[src/rtl/fft_pkg.sv]
// Shared constants and FSM state encoding for the 128-point radix-2 DIF FFT
// address scheduler.
package fft_pkg;

    localparam int N        = 128;
    localparam int LOG2N    = 7;
    localparam int TF_DEPTH = N / 2;
    localparam int AW       = LOG2N;
    localparam int TW_W     = LOG2N - 1;

    typedef enum logic [1:0] {IDLE, RUN, DRAIN, DONE} state_e;

endpackage

[src/rtl/fft_bf_addr_calc.sv]
// Combinational butterfly address generator: (stage, butterfly index) ->
// top/bottom operand addresses and twiddle index, built from shifts and masks.
module fft_bf_addr_calc #(
    parameter int LOG2N = fft_pkg::LOG2N
) (
    input  logic [2:0]       s_i,
    input  logic [LOG2N-2:0] j_i,
    output logic [LOG2N-1:0] a_o,
    output logic [LOG2N-1:0] b_o,
    output logic [LOG2N-2:0] tw_o
);
    import fft_pkg::*;

    localparam int TWW = LOG2N - 1;
    localparam logic [LOG2N-1:0] HALF = LOG2N'(1) << (LOG2N - 1);

    logic [LOG2N-1:0] jw, span, pos, grp;
    logic [3:0]       sh;

    // sh = log2(span); the group index is j with the in-group offset shifted out
    always_comb begin
        jw   = {1'b0, j_i};
        span = HALF >> s_i;
        pos  = jw & (span - 1'b1);
        sh   = 4'(LOG2N - 1) - {1'b0, s_i};
        grp  = jw >> sh;
        a_o  = (grp << (sh + 4'd1)) | pos;
        b_o  = a_o + span;
        tw_o = TWW'(pos << s_i);
    end

endmodule

[src/rtl/fft_addr_sched.sv]
// Stage/butterfly sequencer for the in-place DIF FFT: issues descriptors aligned
// with a 1-cycle twiddle ROM, honours back-pressure, drains between stages.
module fft_addr_sched #(
    parameter int LOG2N      = fft_pkg::LOG2N,
    parameter int BF_LATENCY = 3
) (
    input  logic             clk,
    input  logic             rst,
    input  logic             start,
    input  logic             bf_ready,
    output logic [LOG2N-2:0] tf_addr,
    output logic             bf_valid,
    output logic [LOG2N-1:0] addr_a,
    output logic [LOG2N-1:0] addr_b,
    output logic [2:0]       stage,
    output logic             last_stage,
    output logic             busy,
    output logic             done
);
    import fft_pkg::*;

    localparam int CW = (BF_LATENCY < 2) ? 1 : $clog2(BF_LATENCY);
    localparam logic [LOG2N-2:0] JMAX  = '1;
    localparam logic [2:0]       SLAST = 3'(LOG2N - 1);
    localparam logic [CW-1:0]    CLAST = CW'(BF_LATENCY - 1);

    state_e           state_q, state_d;
    logic [2:0]       s_q, s_d, stg_q, stg_d;
    logic [LOG2N-2:0] j_q, j_d, tfq_q, tfq_d, tw_c;
    logic [LOG2N-1:0] a_q, a_d, b_q, b_d, a_c, b_c;
    logic [CW-1:0]    cnt_q, cnt_d;
    logic             vld_q, vld_d, last_q, last_d;
    logic             issue, accept;

    fft_bf_addr_calc #(.LOG2N(LOG2N)) u_calc (
        .s_i  (s_q),
        .j_i  (j_q),
        .a_o  (a_c),
        .b_o  (b_c),
        .tw_o (tw_c)
    );

    assign accept = vld_q && bf_ready;
    assign issue  = (state_q == RUN) && (!vld_q || bf_ready);

    // While stalled the ROM must re-read the held twiddle, not the next one
    assign tf_addr    = issue ? tw_c : tfq_q;
    assign bf_valid   = vld_q;
    assign addr_a     = a_q;
    assign addr_b     = b_q;
    assign stage      = stg_q;
    assign last_stage = last_q;
    assign busy       = (state_q == RUN) || (state_q == DRAIN);
    assign done       = (state_q == DONE);

    always_comb begin
        state_d = state_q;
        s_d     = s_q;
        j_d     = j_q;
        cnt_d   = cnt_q;
        vld_d   = vld_q;
        a_d     = a_q;
        b_d     = b_q;
        stg_d   = stg_q;
        last_d  = last_q;
        tfq_d   = tfq_q;

        if (accept) vld_d = 1'b0;
        if (issue) begin
            a_d    = a_c;
            b_d    = b_c;
            stg_d  = s_q;
            last_d = (s_q == SLAST);
            tfq_d  = tw_c;
            vld_d  = 1'b1;
            j_d    = j_q + 1'b1;
        end

        unique case (state_q)
            IDLE: if (start) begin
                state_d = RUN;
                s_d     = '0;
                j_d     = '0;
            end
            RUN: if (issue && j_q == JMAX) begin
                state_d = DRAIN;
                cnt_d   = '0;
            end
            // Gap counting starts only once the stage's last descriptor has left
            DRAIN: if (!vld_q) begin
                if (cnt_q == CLAST) begin
                    if (s_q == SLAST) begin
                        state_d = DONE;
                    end else begin
                        state_d = RUN;
                        s_d     = s_q + 1'b1;
                        j_d     = '0;
                    end
                end else begin
                    cnt_d = cnt_q + 1'b1;
                end
            end
            DONE:    state_d = IDLE;
            default: state_d = IDLE;
        endcase
    end

    always_ff @(posedge clk or posedge rst) begin
        if (rst) begin
            state_q <= IDLE;
            s_q     <= '0;
            j_q     <= '0;
            cnt_q   <= '0;
            vld_q   <= 1'b0;
            a_q     <= '0;
            b_q     <= '0;
            stg_q   <= '0;
            last_q  <= 1'b0;
            tfq_q   <= '0;
        end else begin
            state_q <= state_d;
            s_q     <= s_d;
            j_q     <= j_d;
            cnt_q   <= cnt_d;
            vld_q   <= vld_d;
            a_q     <= a_d;
            b_q     <= b_d;
            stg_q   <= stg_d;
            last_q  <= last_d;
            tfq_q   <= tfq_d;
        end
    end

endmodule
[config.mk]
export PLATFORM = sky130hd
export DESIGN_NAME = fft_addr_sched
export DESIGN_NICKNAME = d
export VERILOG_FILES = /design/src/rtl/fft_pkg.sv /design/src/rtl/fft_bf_addr_calc.sv /design/src/rtl/fft_addr_sched.sv
export SDC_FILE = /design/constraint.sdc
export NUM_CORES = 1
export LEC_CHECK = 0
export CORE_MARGIN = 2
export CORE_UTILIZATION = 52
export CTS_BUF_LIST = sky130_fd_sc_hd__clkbuf_2 sky130_fd_sc_hd__clkbuf_4 sky130_fd_sc_hd__clkbuf_8
export DETAILED_ROUTE_END_ITERATION = 7
export PLACE_DENSITY = 0.78
export SYNTH_ARGS = -nofsm -noshare
export SYNTH_HDL_FRONTEND = slang
export SYNTH_SLANG_ARGS = --single-unit
[constraint.sdc]
create_clock -name clk -period 3.8 [get_ports clk]
set_input_delay 0.76 -clock clk [delete_from_list [all_inputs] [get_ports clk]]
set_output_delay 0.76 -clock clk [all_outputs]
set_load 0.005 [all_outputs]
* After elaboration in Yosys (flattened, before gate mapping)
Cells that the tools add are included.
** Storage, ports and cells
- Logic and storage cells :: 72
- Register bits :: 38
- Bits of input ports :: 4
** Operators by class
- $add $sub $neg :: 7
- Bitwise logic cells :: 2
- Mux-type cells :: 24
- Reduce and logical (&&, ||, !) cells :: 13
- Shift operators :: 4
- Equality and inequality tests :: 12
** Operator list (number)
- $mux 6 :: 6
- $mux 2 :: 8
- $mux 3 :: 4
- $pmux 6 s2 :: 1
- $ne 2x2->1 const B :: 4
- $pmux 2 s4 :: 1
- $reduce_and 4->1 :: 2
- $add 7x7->7 :: 1
- $and 6x7->7 :: 1
- $or 7x7->7 :: 1
- $shl 7x3->6 :: 1
- $shl 7x4->7 :: 1
- $shr 6x4->7 :: 1
- $shr 7x3->7 const A :: 1
- $sub 7x1->7 const B :: 1
- $add 6x1->6 const B :: 1
- $eq 2x2->1 const B :: 3
- $eq 6x6->1 const B :: 1
- $pmux 3 s2 :: 1
- $reduce_bool 2->1 :: 3
- $reduce_and 5->1 :: 1
- $add 4x1->4 const B :: 1
- $ne 2x1->1 const B :: 2
- $pmux 2 s2 :: 1
- 10 further kinds :: 14

* Longest topological paths before layout
- Word-level depth :: 8
- Mapped depth :: 17
- Mapped depth without buffers :: 16

* Hierarchy
A second synthesis with hierarchy kept.
** Unflattened totals
- Cells, all modules :: 285
- Area, all modules :: 2798.9 um2
** Modules (own cells, without submodules)
- fft_addr_sched :: area an instance 1779.2 um2, cells each 144, times used 1, sequential area each 950.9 um2
- fft_bf_addr_calc :: area an instance 1019.7 um2, cells each 141, times used 1, sequential area each 0.0 um2

* Worst setup path after synthesis
OpenSTA, ideal clock, no wires.
- Path type :: register to register
- Start point :: register s_q[0]
- End point :: register b_q[6], in the netlist addr_b[6]
- Arrival :: 3485 ps
- Clock period less this slack :: 3615 ps
- Stages on the path, launching flop included :: 18
- Setup time :: 130 ps
- Buffers on the path :: 2
- Path slack :: 185 ps
- Cells stage by stage :: dfrtp_1 clkbuf_1 clkinv_1 ha_1 buf_2 a211oi_1 o21ai_1 nand2_1 o31ai_1 ha_1 inv_1 fa_1 nor2b_1 nor3_1 o21bai_1 a21oi_1 xnor3_1 o21ai_1
** Between the ends
- Longest elaborated chain between the ends :: 5
- Elaborated cells on any way between the ends :: 9
- Classes of those cells :: add/sub: 4; shift: 3; bitwise: 2
** RTL lines
- start: declaration :: RTL line fft_addr_sched.sv:28 : logic [2:0] s_q, s_d, stg_q, stg_d;
- start signal: assignment :: RTL line fft_addr_sched.sv:111 : s_q <= '0;
- start signal: assignment :: RTL line fft_addr_sched.sv:122 : s_q <= s_d;
- $sub 3x3->4 / $shr 7x3->7 (equally long branches) :: RTL line fft_bf_addr_calc.sv:25, fft_bf_addr_calc.sv:23
- $add 4x1->4, or another cell as far along :: RTL line fft_bf_addr_calc.sv:27 : a_o = (grp << (sh + 4'd1)) | pos;
- $shl 7x4->7 / $and 6x7->7 (equally long branches) :: RTL line fft_bf_addr_calc.sv:27, fft_bf_addr_calc.sv:24
- $or 7x7->7 (*) :: RTL line fft_bf_addr_calc.sv:27
- via a_c[0] :: RTL line fft_addr_sched.sv:30 : logic [LOG2N-1:0] a_q, a_d, b_q, b_d, a_c, b_c;
- $add 7x7->7 (*) :: RTL line fft_bf_addr_calc.sv:28 : b_o = a_o + span;
- end signal: assignment :: RTL line fft_addr_sched.sv:116 : b_q <= '0;
- end signal: assignment :: RTL line fft_addr_sched.sv:127 : b_q <= b_d;
- end: declaration :: RTL line fft_addr_sched.sv:30
The timed path passes the listed nets; every way through them passes the cells marked *.
A chain may end at the register's enable or synchronous reset.

* Final worst setup path
- Start point :: register s_q[0]
- End point :: output tf_addr[5]
** Between the ends
- Longest elaborated chain between the ends :: 5
** RTL lines
- $shr 7x3->7 :: RTL line fft_bf_addr_calc.sv:23 : span = HALF >> s_i;
- $sub 7x1->7 :: RTL line fft_bf_addr_calc.sv:24 : pos = jw & (span - 1'b1);
- $and 6x7->7 :: RTL line fft_bf_addr_calc.sv:24
- $shl 7x3->6 (*) :: RTL line fft_bf_addr_calc.sv:29 : tw_o = TWW'(pos << s_i);
- $mux 6 (*)
- end: declaration :: RTL line fft_addr_sched.sv:11 : output logic [LOG2N-2:0] tf_addr,
Every way passes the cells marked *; elsewhere a longest branch is shown, timed or not.

==> qor.txt <==
status -> finished, final reports clean
clock group share of total power -> 15.7%
Yosys cell types -> 49
worst hold path depth -> 2
drt first pass iters -> 4
Die W -> 74.4 um
Primary FF master, synth -> dfrtp_1
r2r endpoint -> addr_b[6]
crit share post-route -> 97.9%
Worst path slowest cell -> clkdlybuf4s50_1
via/cell ratio -> 5.66
CTS clk-pin slew, worst paths -> 70 ps
CP Data Arrival Time -> 2960 ps
sequential cell area -> 952 um2
filler cell count -> 407
Row Count -> 25
delay-heaviest family, CP -> buffers and inverters
clock tree buffer depth -> 2
CP Buf/Inv Count -> 2
DR DRC count -> 0
Internal -> 1220 uW
largest area contributor in the synthesized netlist -> dfrtp_1
IO Count -> 31
H-tree Lvls -> 2
FF+latch count, synth -> 38
CP Class -> register to output port
final cell count without fillers -> 391
die area -> 5530 um2
Initial Util -> 54.2%
clk sinks -> 38
Core Footprint -> 4750 um2
DRT iter0 DRCs -> 207
worst hold endpoint -> addr_b[0]
area overhead of the layout relative to synthesis -> 21.3%
first-pass GRT wire length -> 9940 um
WHS -> 481 ps
DP Cell Count -> 383
vias in the first global route -> 2121
Psw -> 843 uW
Worst Tran Pin Value -> 713 ps
WL/cell -> 15.1 um
R2R depth -> 16
hold violation count in the final report -> 0
worst path cell trace -> buf_4, ha_1, ha_1, nor2_1, mux2i_1, nand2b_1, mux2_2, mux2i_1, a221o_1, clkdlybuf4s50_1
hold path start -> addr_b[0]
GRT Util Overall -> 23.6%
post-synthesis instance area -> 2570 um2
CP max FO -> 18
Synth top cells by count -> 47 x nand2_1, 38 x dfrtp_1, 33 x o21ai_0, 18 x ha_1, 13 x nor2_1
CTS root buffer -> clkbuf_8
Final min period -> 3720 ps
Mapped Cells -> 288
top post-synthesis cells by area -> dfrtp_1 37%, ha_1 8.7%, nand2_1 6.9%, o21ai_0 6.4%, nor2b_1 2.4%
synthesized area per cell -> 8.94 um2
Routed WL -> 5920 um
number of enable flip-flop cells after synthesis -> 0
footprint of the multi-input gates -> 1540 um2
diodes inserted -> 0
Overflow after GRT -> 0
VDD IR max -> 409 uV
combinational power share -> 54.4%
worst endpoint required time -> 3040 ps
Power Density -> 662 nW/um2
sequential-to-total area share from yosys stat -> 36.9%
Setup Skew -> 3.10 ps
max-slew headroom at the worst pin -> 52.4%
asr flop ratio synth -> 100%
final HPWL from detailed placement -> 4420 um
sequential share of power -> 29.8%
routed via count -> 2213
port bufs -> 30
switching fraction of total power -> 40.8%
number of setup violations in the final report -> 0
CTS tree -> yes
initial antenna violation count -> 0
crit start category -> register
RD Place Congestion -> 1.01
CP startpoint -> s_q[0]
Final nets -> 346
pin count of the biggest net entering global routing -> 21
TritonCTS Buffers -> 5
most numerous cell in the Yosys netlist -> nand2_1
min-delay worst type -> register to register
Pleak -> 0.00143 uW
Max stage delay on crit path -> 510 ps
flop2flop setup slack -> 320 ps
RSZ-0062 raised after global routing -> true
Final Slew Violations -> 0
post-synth top area share -> 36.9%
share of cells above drive strength 1 -> 12.3%
Crit. End Element -> output port
max cap viols -> 0
worst r2r src -> s_q[0]
worst skew pair latency -> 290 ps
Fmax -> 0.269 GHz
warnings from Yosys -> 0
Die Height -> 74.4 um
number of routed nets with antenna violations -> 0
Mapped Nets -> 311
repair_timing:
action | in CTS | in global routing
hold buffers | 0 | 0
endpoints found under the setup margin | 1 | 3
pin swaps | 0 | 0
gates cloned | 0 | 0
setup buffers | 0 | 0
resized for setup | 1 | 6
kinds of logic (layout without fill, tap and decap cells):
group / after synthesis / in the layout / share of synthesized area (%)
flops: 38 / 38 / 36.9
xor+xnor: 13 / 13 / 6.41
mux: 10 / 10 / 4.08
fa+ha+maj: 19 / 19 / 9.52
compound gates: 83 / 83 / 21.0
buf+inv: 27 / 63 / 4.08
simple gates: 98 / 98 / 18.0
cells in the final DEF, fill, tap and decap left out, drive strengths merged, types with 10 or more instances in the layout:
cell           Yosys  layout
inv               12      12
nor2b             10      10
a21oi             10      10
o21ai             37      37
nor2              13      13
clkdlybuf4s50      0      30
buf                4      12
nand2             47      47
dfrtp             38      38
ha                18      18
registers in the layout, summed over array words and instances (netlist names), 2 cells and up:
signal,count
addr_a,7
addr_b,7
j_q,6
tfq_q,6
s_q,3
stage,3
cnt_q,2
state_q,2
power groups by stage:
stage	sequential [uW]	clock (uW)	combinational, uW
2_1_floorplan	600	0	698
3_3_place_gp	617	0	1080
3_5_place_dp	619	0	1100
4_1_cts	615	330	1110
5_1_grt	630	349	1250
6_report	617	325	1130
worst max path at each step:
stage / to / slack [ps] / depth (start not counted)
final: tf_addr[5] / 80 / 10
after global routing: tf_addr[5] / -9 / 9
after CTS: tf_addr[5] / 30 / 9
after detailed placement: tf_addr[0] / 250 / 5
after global placement: tf_addr[0] / 340 / 5
after floorplan: addr_b[6] / 180 / 17
tightest hold or removal path: cells and delay by family, from the launching register on:
kind             cells  cell delay [ps]
flip-flops           1              340
AND/OR/NAND/NOR      2              100
layer usage:
metal	part of all wire (%)	track usage (%)
met5	0	0
met3	5.7	4.88
met1	46	32.1
met4	3.3	11.3
met2	45	35.9
through the flow:
stage / total power [uW] / area (um2) / setup WS, ps / TNS [ps] / util, %
floorplan: 1300 / 2570 / 185 / 0 / -
CTS: 2050 / 3110 / 29.5 / 0 / 65.3
finish: 2070 / 3120 / 80.1 / 0 / 65.7
global route: 2230 / 3120 / -8.75 / -8.75 / 65.7
detailed placement: 1720 / 2990 / 247 / 0 / 62.9
global placement: 1690 / 2990 / 338 / 0 / 62.9
cell type report:
type                    instances  area share [%]
flip-flops and latches         38            30.5
inverters                      13            1.56
clock buffers                   8            3.52
repair buffers                 42            12.5
multi-input cells             223            49.3
well taps                      67            2.68
Power figures use the tool's default switching activity.
